===== config.mk =====
export PLATFORM = sky130hd
export DESIGN_NAME = clk_1_result_rx_flat
export DESIGN_NICKNAME = d
export VERILOG_FILES = /design/src/rtl/clk_1_result_rx_pkg.sv /design/src/rtl/clk_1_result_rx_if.sv /design/src/rtl/clk_1_result_rx_toggle_sync.sv /design/src/rtl/toggleff.sv /design/src/rtl/clk_1_result_rx.sv /design/src/flat_wrapper.sv
export SDC_FILE = /design/constraint.sdc
export NUM_CORES = 1
export LEC_CHECK = 0
export CORE_MARGIN = 8
export CORE_UTILIZATION = 39
export CTS_BUF_LIST = sky130_fd_sc_hd__clkbuf_2
export DETAILED_ROUTE_END_ITERATION = 12
export PLACE_DENSITY = 0.79
export SLEW_MARGIN = 20
export SYNTH_ARGS = -nofsm -noshare
export SYNTH_HDL_FRONTEND = slang
export SYNTH_SLANG_ARGS = --single-unit

===== constraint.sdc =====
create_clock -name clk_1 -period 1.3 [get_ports clk_1]
set_clock_uncertainty 0.05 [all_clocks]
set_input_delay 0.26 -clock clk_1 [delete_from_list [all_inputs] [get_ports clk_1]]
set_output_delay 0.26 -clock clk_1 [all_outputs]
set_load 0.05 [all_outputs]

===== src/rtl/clk_1_result_rx_pkg.sv =====
// Shared types and constants for the clk2 -> clk_1 result receiver.
package clk_1_result_rx_pkg;

  localparam int DATA_W_DEF = 60;

  typedef enum logic [1:0] {
    IDLE = 2'd0,
    WAIT = 2'd1,
    OUT  = 2'd2
  } state_e;

  localparam int ERR_PROTO   = 0;
  localparam int ERR_TIMEOUT = 1;

  // One spare bit so the saturating counter can hold TIMEOUT_CYC itself.
  function automatic int cnt_width(input int timeout_cyc);
    return $clog2(timeout_cyc) + 1;
  endfunction

endpackage


===== src/rtl/clk_1_result_rx_if.sv =====
// Request/result handshake bundle between the clk2 result path and clk_1 consumer.
interface clk_1_result_rx_if #(
  parameter int DATA_W = clk_1_result_rx_pkg::DATA_W_DEF
);
  logic              in_valid;
  logic              clk2_flag;
  logic [DATA_W-1:0] clk2_out;
  logic              out_valid;
  logic [DATA_W-1:0] out;
  logic              clk1_ack;
  logic              busy;
  logic [1:0]        err;

  modport master (
    output in_valid, clk2_flag, clk2_out,
    input  out_valid, out, clk1_ack, busy, err
  );

  modport slave (
    input  in_valid, clk2_flag, clk2_out,
    output out_valid, out, clk1_ack, busy, err
  );
endinterface


===== src/rtl/clk_1_result_rx_toggle_sync.sv =====
// Synchronizes a toggle level into clk and emits a one-cycle pulse per transition.
// STAGES must be 2 or 3; the same block serves the clk2-side ack path.
module clk_1_result_rx_toggle_sync #(
  parameter int STAGES = 2
) (
  input  logic clk,
  input  logic rst_n,
  input  logic tgl_in,
  output logic pulse
);
  logic [STAGES-1:0] sync_q;
  logic [STAGES-1:0] sync_d;
  logic              edge_q;
  logic              edge_d;

  always_comb begin
    sync_d = {sync_q[STAGES-2:0], tgl_in};
    edge_d = sync_q[STAGES-1];
  end

  always_ff @(posedge clk or negedge rst_n) begin
    if (!rst_n) begin
      sync_q <= '0;
      edge_q <= 1'b0;
    end else begin
      sync_q <= sync_d;
      edge_q <= edge_d;
    end
  end

  assign pulse = sync_q[STAGES-1] ^ edge_q;
endmodule


===== src/rtl/toggleff.sv =====
// Toggle flop: q inverts on every cycle where t is high.
module toggleff (
  input  logic clk,
  input  logic rst_n,
  input  logic t,
  output logic q
);
  logic q_q;
  logic q_d;

  always_comb begin
    q_d = q_q ^ t;
  end

  always_ff @(posedge clk or negedge rst_n) begin
    if (!rst_n) q_q <= 1'b0;
    else        q_q <= q_d;
  end

  assign q = q_q;
endmodule


===== src/rtl/clk_1_result_rx.sv =====
// Receives the clk2 CRC result into clk_1: toggle sync, bus capture, toggle ack,
// single-outstanding-request tracking with sticky protocol/timeout errors.
module clk_1_result_rx
  import clk_1_result_rx_pkg::*;
#(
  parameter int DATA_W      = DATA_W_DEF,
  parameter int TIMEOUT_CYC = 1023,
  parameter int SYNC_STAGES = 2
) (
  input logic              clk_1,
  input logic              rst_n,
  clk_1_result_rx_if.slave bus
);
  localparam int                CNT_W    = cnt_width(TIMEOUT_CYC);
  localparam logic [CNT_W-1:0] CNT_LAST = CNT_W'(TIMEOUT_CYC - 1);
  localparam logic [CNT_W-1:0] CNT_MAX  = '1;

  state_e            state_q, state_d;
  logic [CNT_W-1:0]  cnt_q, cnt_d;
  logic [DATA_W-1:0] out_q, out_d;
  logic              out_valid_q, out_valid_d;
  logic [1:0]        err_q, err_d;
  logic              res_pulse;

  clk_1_result_rx_toggle_sync #(.STAGES(SYNC_STAGES)) u_toggle_sync (
    .clk    (clk_1),
    .rst_n  (rst_n),
    .tgl_in (bus.clk2_flag),
    .pulse  (res_pulse)
  );

  // Ack follows every detected transition regardless of state so clk2 never stalls.
  toggleff u_ack_tff (
    .clk   (clk_1),
    .rst_n (rst_n),
    .t     (res_pulse),
    .q     (bus.clk1_ack)
  );

  always_comb begin
    state_d     = state_q;
    cnt_d       = '0;
    out_d       = '0;
    out_valid_d = 1'b0;
    err_d       = err_q;
    case (state_q)
      IDLE: begin
        if (bus.in_valid) state_d = WAIT;
        if (res_pulse)    err_d[ERR_PROTO] = 1'b1;
      end
      WAIT: begin
        cnt_d = (cnt_q == CNT_MAX) ? cnt_q : cnt_q + CNT_W'(1);
        if (bus.in_valid) err_d[ERR_PROTO] = 1'b1;
        // clk2_out is only ever sampled here, on the capture edge.
        if (res_pulse) begin
          state_d     = OUT;
          out_valid_d = 1'b1;
          out_d       = bus.clk2_out;
        end else if (cnt_q >= CNT_LAST) begin
          state_d            = IDLE;
          err_d[ERR_TIMEOUT] = 1'b1;
        end
      end
      OUT: begin
        state_d = bus.in_valid ? WAIT : IDLE;
        if (res_pulse) err_d[ERR_PROTO] = 1'b1;
      end
      default: state_d = IDLE;
    endcase
  end

  always_ff @(posedge clk_1 or negedge rst_n) begin
    if (!rst_n) begin
      state_q     <= IDLE;
      cnt_q       <= '0;
      out_q       <= '0;
      out_valid_q <= 1'b0;
      err_q       <= 2'b00;
    end else begin
      state_q     <= state_d;
      cnt_q       <= cnt_d;
      out_q       <= out_d;
      out_valid_q <= out_valid_d;
      err_q       <= err_d;
    end
  end

  assign bus.out_valid = out_valid_q;
  assign bus.out       = out_q;
  assign bus.busy      = (state_q == WAIT);
  assign bus.err       = err_q;
endmodule


===== src/flat_wrapper.sv =====
// flat-port wrapper written by rule: the top's interface ports become plain ports
module clk_1_result_rx_flat import clk_1_result_rx_pkg::*;
#(
  parameter int DATA_W      = DATA_W_DEF,
  parameter int TIMEOUT_CYC = 1023,
  parameter int SYNC_STAGES = 2
)
  (clk_1, rst_n, bus_in_valid, bus_clk2_flag, bus_clk2_out, bus_out_valid, bus_out, bus_clk1_ack, bus_busy, bus_err);
  clk_1_result_rx_if #(.DATA_W(DATA_W)) bus_i ();
  input logic clk_1;
  input logic rst_n;
  input wire logic [$bits(bus_i.in_valid)-1:0] bus_in_valid;
  input wire logic [$bits(bus_i.clk2_flag)-1:0] bus_clk2_flag;
  input wire logic [$bits(bus_i.clk2_out)-1:0] bus_clk2_out;
  output wire logic [$bits(bus_i.out_valid)-1:0] bus_out_valid;
  output wire logic [$bits(bus_i.out)-1:0] bus_out;
  output wire logic [$bits(bus_i.clk1_ack)-1:0] bus_clk1_ack;
  output wire logic [$bits(bus_i.busy)-1:0] bus_busy;
  output wire logic [$bits(bus_i.err)-1:0] bus_err;
  assign bus_i.in_valid = bus_in_valid;
  assign bus_i.clk2_flag = bus_clk2_flag;
  assign bus_i.clk2_out = bus_clk2_out;
  assign bus_out_valid = bus_i.out_valid;
  assign bus_out = bus_i.out;
  assign bus_clk1_ack = bus_i.clk1_ack;
  assign bus_busy = bus_i.busy;
  assign bus_err = bus_i.err;
  clk_1_result_rx #(.DATA_W(DATA_W), .TIMEOUT_CYC(TIMEOUT_CYC), .SYNC_STAGES(SYNC_STAGES)) u_core (.clk_1(clk_1), .rst_n(rst_n), .bus(bus_i));
endmodule

# Yosys cells after proc, flatten, opt, wreduce, memory -nomap -nowiden
# Index checks and enable logic that the tools add are counted.
[totals]
ff_bits = 80
latch_bits = 0
ram_bits = 0
mem_bits_ro = 0
in_bits = 64
out_inout_bits = 65
wordCells = 42
n_memories = 0
[op_classes]
add_sub_neg = 1
n_mul = 0
div_mod_pow = 0
order_cmp = 1
eq_ne = 8
shift = 0
mux = 14
n_bitwise = 3
n_reduce_logical = 6
[ops]
columns = ["cell", "count"]
rows = [
  ["60-bit two-way mux", 2],
  ["11-bit two-way mux", 2],
  ["11-bit by 1-bit adder with 11-bit output, second input constant", 1],
  ["11-bit equality test, second input constant", 1],
  ["11-bit by 10-bit >= comparator with 1-bit output, second input constant", 1],
  ["2-bit two-way mux", 3],
  ["2-bit inequality test, second input constant", 3],
  ["2-bit one-hot mux with 3 select lines", 1],
  ["3-bit AND reduction", 2],
  ["1-bit two-way mux", 5],
  ["3-bit by 1-bit inequality test with 1-bit output, second input constant", 1],
  ["2-bit by 1-bit equality test with 1-bit output, second input constant", 1],
  ["2-bit equality test, second input constant", 1],
  ["2-bit logical NOT", 1],
  ["2-bit by 1-bit inequality test with 1-bit output, second input constant", 1],
  ["1-bit one-hot mux with 2 select lines", 1],
  ["2-bit AND reduction", 1],
  ["2-bit nonzero test", 1],
  ["2-bit OR reduction", 1],
  ["1-bit bitwise XOR", 2],
  ["1-bit NOT", 1],
]

# Logic depth before layout (Yosys ltp)
[depth]
word_depth = 4
ltp_mapped = 5
mapped_depth_nobuf = 5

# Hierarchy
# Synthesis repeated with hierarchy kept, for this count alone.
[hier_totals]
cells_unflattened = 218
hier_area_um2 = 2837.7
[modules_own_cells]
columns = ["module", "n_inst", "cells_per_inst", "area_per_inst_um2", "seq_area_each_um2"]
rows = [
  ["clk_1_result_rx", 1, 212, 2720.1, 1901.8],
  ["clk_1_result_rx_toggle_sync", 1, 4, 83.8, 75.1],
  ["toggleff", 1, 2, 33.8, 25.0],
]

# Worst setup path after synthesis
# Ideal clock, no wire load.
[synth_path]
path_kind = "reg-to-reg"
from = "register u_core.cnt_q[0]"
to = "register u_core.cnt_q[6]"
setup_ns = 0.138
t_arrival_ns = 1.209
t_required_ns = 1.112
path_slack_ns = -0.096
stages_incl_launch_ff = 6
path_buffers = 1
synth_period_minus_slack_ns = 1.396
path_cell_list = "dfrtp_1 > ha_1 > and3_1 > buf_2 > a31oi_1 > a311oi_2"
[synth_via]
elab_chain_len = 3
word_cells_on_any_way = 5
classes_between = "1 x add/sub; 2 x eq/ne; 2 x mux"
[synth_lines]
columns = ["item", "line", "text"]
rows = [
  ["from (decl)", "clk_1_result_rx.sv:19", "logic [CNT_W-1:0] cnt_q, cnt_d;"],
  ["from (signal assigned)", "clk_1_result_rx.sv:81", "cnt_q <= cnt_d;"],
  ["11-bit by 1-bit adder with 11-bit output", "clk_1_result_rx.sv:52", "cnt_d = (cnt_q == CNT_MAX) ? cnt_q : cnt_q + CNT_W'(1);"],
  ["11-bit two-way mux", "clk_1_result_rx.sv:52", ""],
  ["11-bit two-way mux", "clk_1_result_rx.sv:46", "case (state_q)"],
]
# Parallel ways exist; a longest one is shown, timed or not. The select of a mux whose other input is x is not followed.
# A chain may end at the register's enable or synchronous reset.

# Worst setup path in the final report
[layout_path]
from = "register u_core.state_q[0]"
to = "output bus_busy"
[layout_via]
elab_chain_len = 1
[layout_lines]
columns = ["item", "line", "text"]
rows = [
  ["from (decl)", "clk_1_result_rx.sv:18", "state_e state_q, state_d;"],
  ["from (signal assigned)", "clk_1_result_rx.sv:80", "state_q <= state_d;"],
  ["2-bit by 1-bit equality test with 1-bit output", "clk_1_result_rx.sv:90", "assign bus.busy = (state_q == WAIT);"],
  ["to (decl)", "flat_wrapper.sv:18", "output wire logic [$bits(bus_i.busy)-1:0] bus_busy;"],
]
# No other way between the ends.

==> metrics.yaml <==
drt_drc_violations_left: 0
grt_remaining_overflow: 0
violations: "negative setup slack"
rsz0062_at_grt: "yes"
synth-xor-area-share_pct: 0.873
rows: 31
required_ns: 0.99
fin_total_pwr_mw: 7.17
slew_headroom_pct: 76.4
core_um2: 7180
status: "finished, violations left"
cts_tree: "built"
vias_per_cell: 4.72
ys_seq_area_share_pct: 69.9
final_nets: 454
wire_per_inst_um: 18.8
die_y_um: 102
drtIter0Drc: 64
ys_warn_count: 0
antenna_found_initial: 0
grt_max_degree: 25
yosys.area_share.simple_pct: 18.4
synth_area_leaders: "dfrtp_1 70%, and2_1 13%, a31oi_1 1.7%"
post-route-util_pct: 79.1
numCtsBuffers: 9
synthMuxAreaShare_pct: 0
met3_length_um: 618
top_layer: "met4"
syn_to_final_growth_pct: 98.1
port_buffers: 128
io_pins: 129
finalWorstSetupSlack_ns: -0.350
cp_max_fo: 2
clkSlewWorstSetupHoldPaths_ns: 0.25
fin_crit_sh_pct: 127
place_congestion: 0.808
syn_inst: 212
fin_crit_ns: 1.65
p_leak_nw: 2.56
hold_ws_ns: 0.0727
die_w_um: 102
wirelength_um: 9240
clkLatencyLatePin_ns: 0.54
setup_viol: 137
grt_pass1_wl_um: 13400
dieArea_um2: 10300
synth_nets: 278
ant_nets: 0
yosysUniqueCellTypes: 34
worst_pin_slew_ns: 0.354
critPathKind: "flop to output port"
route.met2.wl_um: 5160
avgSynthCellArea_um2: 13.5
ys_ff_latch: 80
synth_top_area_cell: "dfrtp_1"
synth_area_um2: 2870
final-hold-violation-count: 0
drive_gt1_share_pct: 47.6
drv_cap: 0
arrival_ns: 1.34
slew_viol_final: 0
dp_slack_ns: -0.109
htreeDepth: 3
initial_core_util_pct: 39.9
final_common_cell: "dfrtp_1"
cts.sinks: 80
grt_pass1_vias: 2542
synth_compound_area_share_pct: 6.77
hp-class: "input port to asynchronous set/reset pin"
diodes: 0
p_per_area_nw_per_um2: 1260
synthAdderAreaFrac_pct: 0.873
root_buffer: "clkbuf_2"
synth_top_family_by_area: "simple AND/OR/NAND/NOR gates"
synth_top_area_share_pct: 69.9
clk_path_buf_depth: 2
wl_met1_um: 3340
vias: 2323
start_kind: "flop"
final_cell_mix: "79 x dfrtp_1, 69 x buf_12, 62 x clkdlybuf4s50_1"
peakVddDrop_mv: 0.795
end_kind: "output port"
fmax_mhz: 606
drt-pass1-iter-count: 6
grt.total_usage_pct: 17.5
hpwlAfterDp_um: 6250
metrics by stage:
step	instance area, um^2	instances	setup TNS, ns
after CTS	5450	484	-19.57
after global routing	5680	492	-25.46
final	5680	492	-17.67
after global placement	5080	454	-0.0327
after floorplan	2880	212	-0.106
after detailed placement	5080	454	-0.225
critical path, cell delays in order (launching register included):
cell        delay [ns]
dfrtp_1           0.45
nand2b_4          0.09
clkinvlp_4        0.10
buf_6             0.16
Yosys cell counts:
library cell / number
dfrtp_1: 80
and2_1: 61
a31oi_1: 8
buf_2: 7
a21oi_1: 5
nand4_1: 5
nor3_1: 4
and3_1: 3
inv_1: 3
nor2_1: 3
o21ai_0: 3
a211oi_1: 2
a31o_1: 2
and4_1: 2
buf_6: 2
ha_1: 2
nand2_1: 2
nand3_1: 2
a21boi_0: 1
a311oi_1: 1
a311oi_2: 1
a41o_1: 1
a41oi_1: 1
buf_12: 1
clkbuf_1: 1
nand2b_1: 1
nand3_2: 1
nor2_2: 1
nor4_1: 1
o211ai_1: 1
o21ai_1: 1
o32ai_1: 1
xnor2_1: 1
xnor2_2: 1
registers in the layout (all words and copies together) (netlist names):
| register | count |
|---|---|
| u_core.u_toggle_sync.sync_q | 2 |
| u_core.u_toggle_sync.edge_q | 1 |
| u_core.bus.err | 2 |
| u_core.bus.out | 60 |
| u_core.u_ack_tff.q | 1 |
| u_core.state_q | 2 |
| u_core.cnt_q | 11 |
| u_core.bus.out_valid | 1 |
final cells by class:
type | instances | area [um^2]
Tap cell | 99 | 124
Clock inverter | 7 | 71.3
Sequential cell | 80 | 2000
Clock buffer | 9 | 45.0
Timing Repair Buffer | 176 | 2440
Multi-Input combinational cell | 118 | 980
Fill cell | 397 | 1500
Inverter | 3 | 15.0
cell families (layout without fill, tap and decap cells):
kind of cell               after synthesis  in the layout
AOI/OAI and AO/OA                       28             28
xor gates and xnor gates                 2              2
adders and majority gates                2              2
buffers and inverters                   14            195
DFF                                     80             80
and+or+nand+nor                         86             86
report_power, final:
| part | total [mW] | switching, mW | internal [mW] |
|---|---|---|---|
| sequential | 2.94 | 0.214 | 2.73 |
| combinational | 2.88 | 1.34 | 1.54 |
| clock | 1.36 | 0.915 | 0.441 |
| total | 7.17 | 2.46 | 4.71 |
final timing paths:
kind                                                      from  cells past startpoint  slack (ns)                              to
worst min-delay path                                     rst_n                      2        0.07              u_core.bus.out[41]
worst max-delay path                         u_core.state_q[0]                      3       -0.35                        bus_busy
min in group clk_1                               bus_clk2_flag                      1        0.08  u_core.u_toggle_sync.sync_q[0]
max in group asynchronous                                rst_n                      3        0.59              u_core.bus.out[50]
worst max register to register  u_core.u_toggle_sync.sync_q[1]                      6       -0.21              u_core.bus.out[44]
worst min register to register  u_core.u_toggle_sync.sync_q[0]                      0        0.33  u_core.u_toggle_sync.sync_q[1]
repair_timing:
action	4_1_cts	5_1_grt
gates resized for setup	26	51
cloned	3	4
hold buffers	1	0
endpoints found under the setup margin	98	137
buffers inserted	10	7
pin swaps	26	40
hold endpoints to repair	80	0
metal layers:
layer | global-route usage [%] | up-vias
li1 | - | 1070
met1 | 18.1 | 1143
met2 | 31.6 | 100
met3 | 6.12 | 10
met4 | 6.99 | 0
met5 | 0 | -
Note: power is estimated with default switching activity, not from simulation.
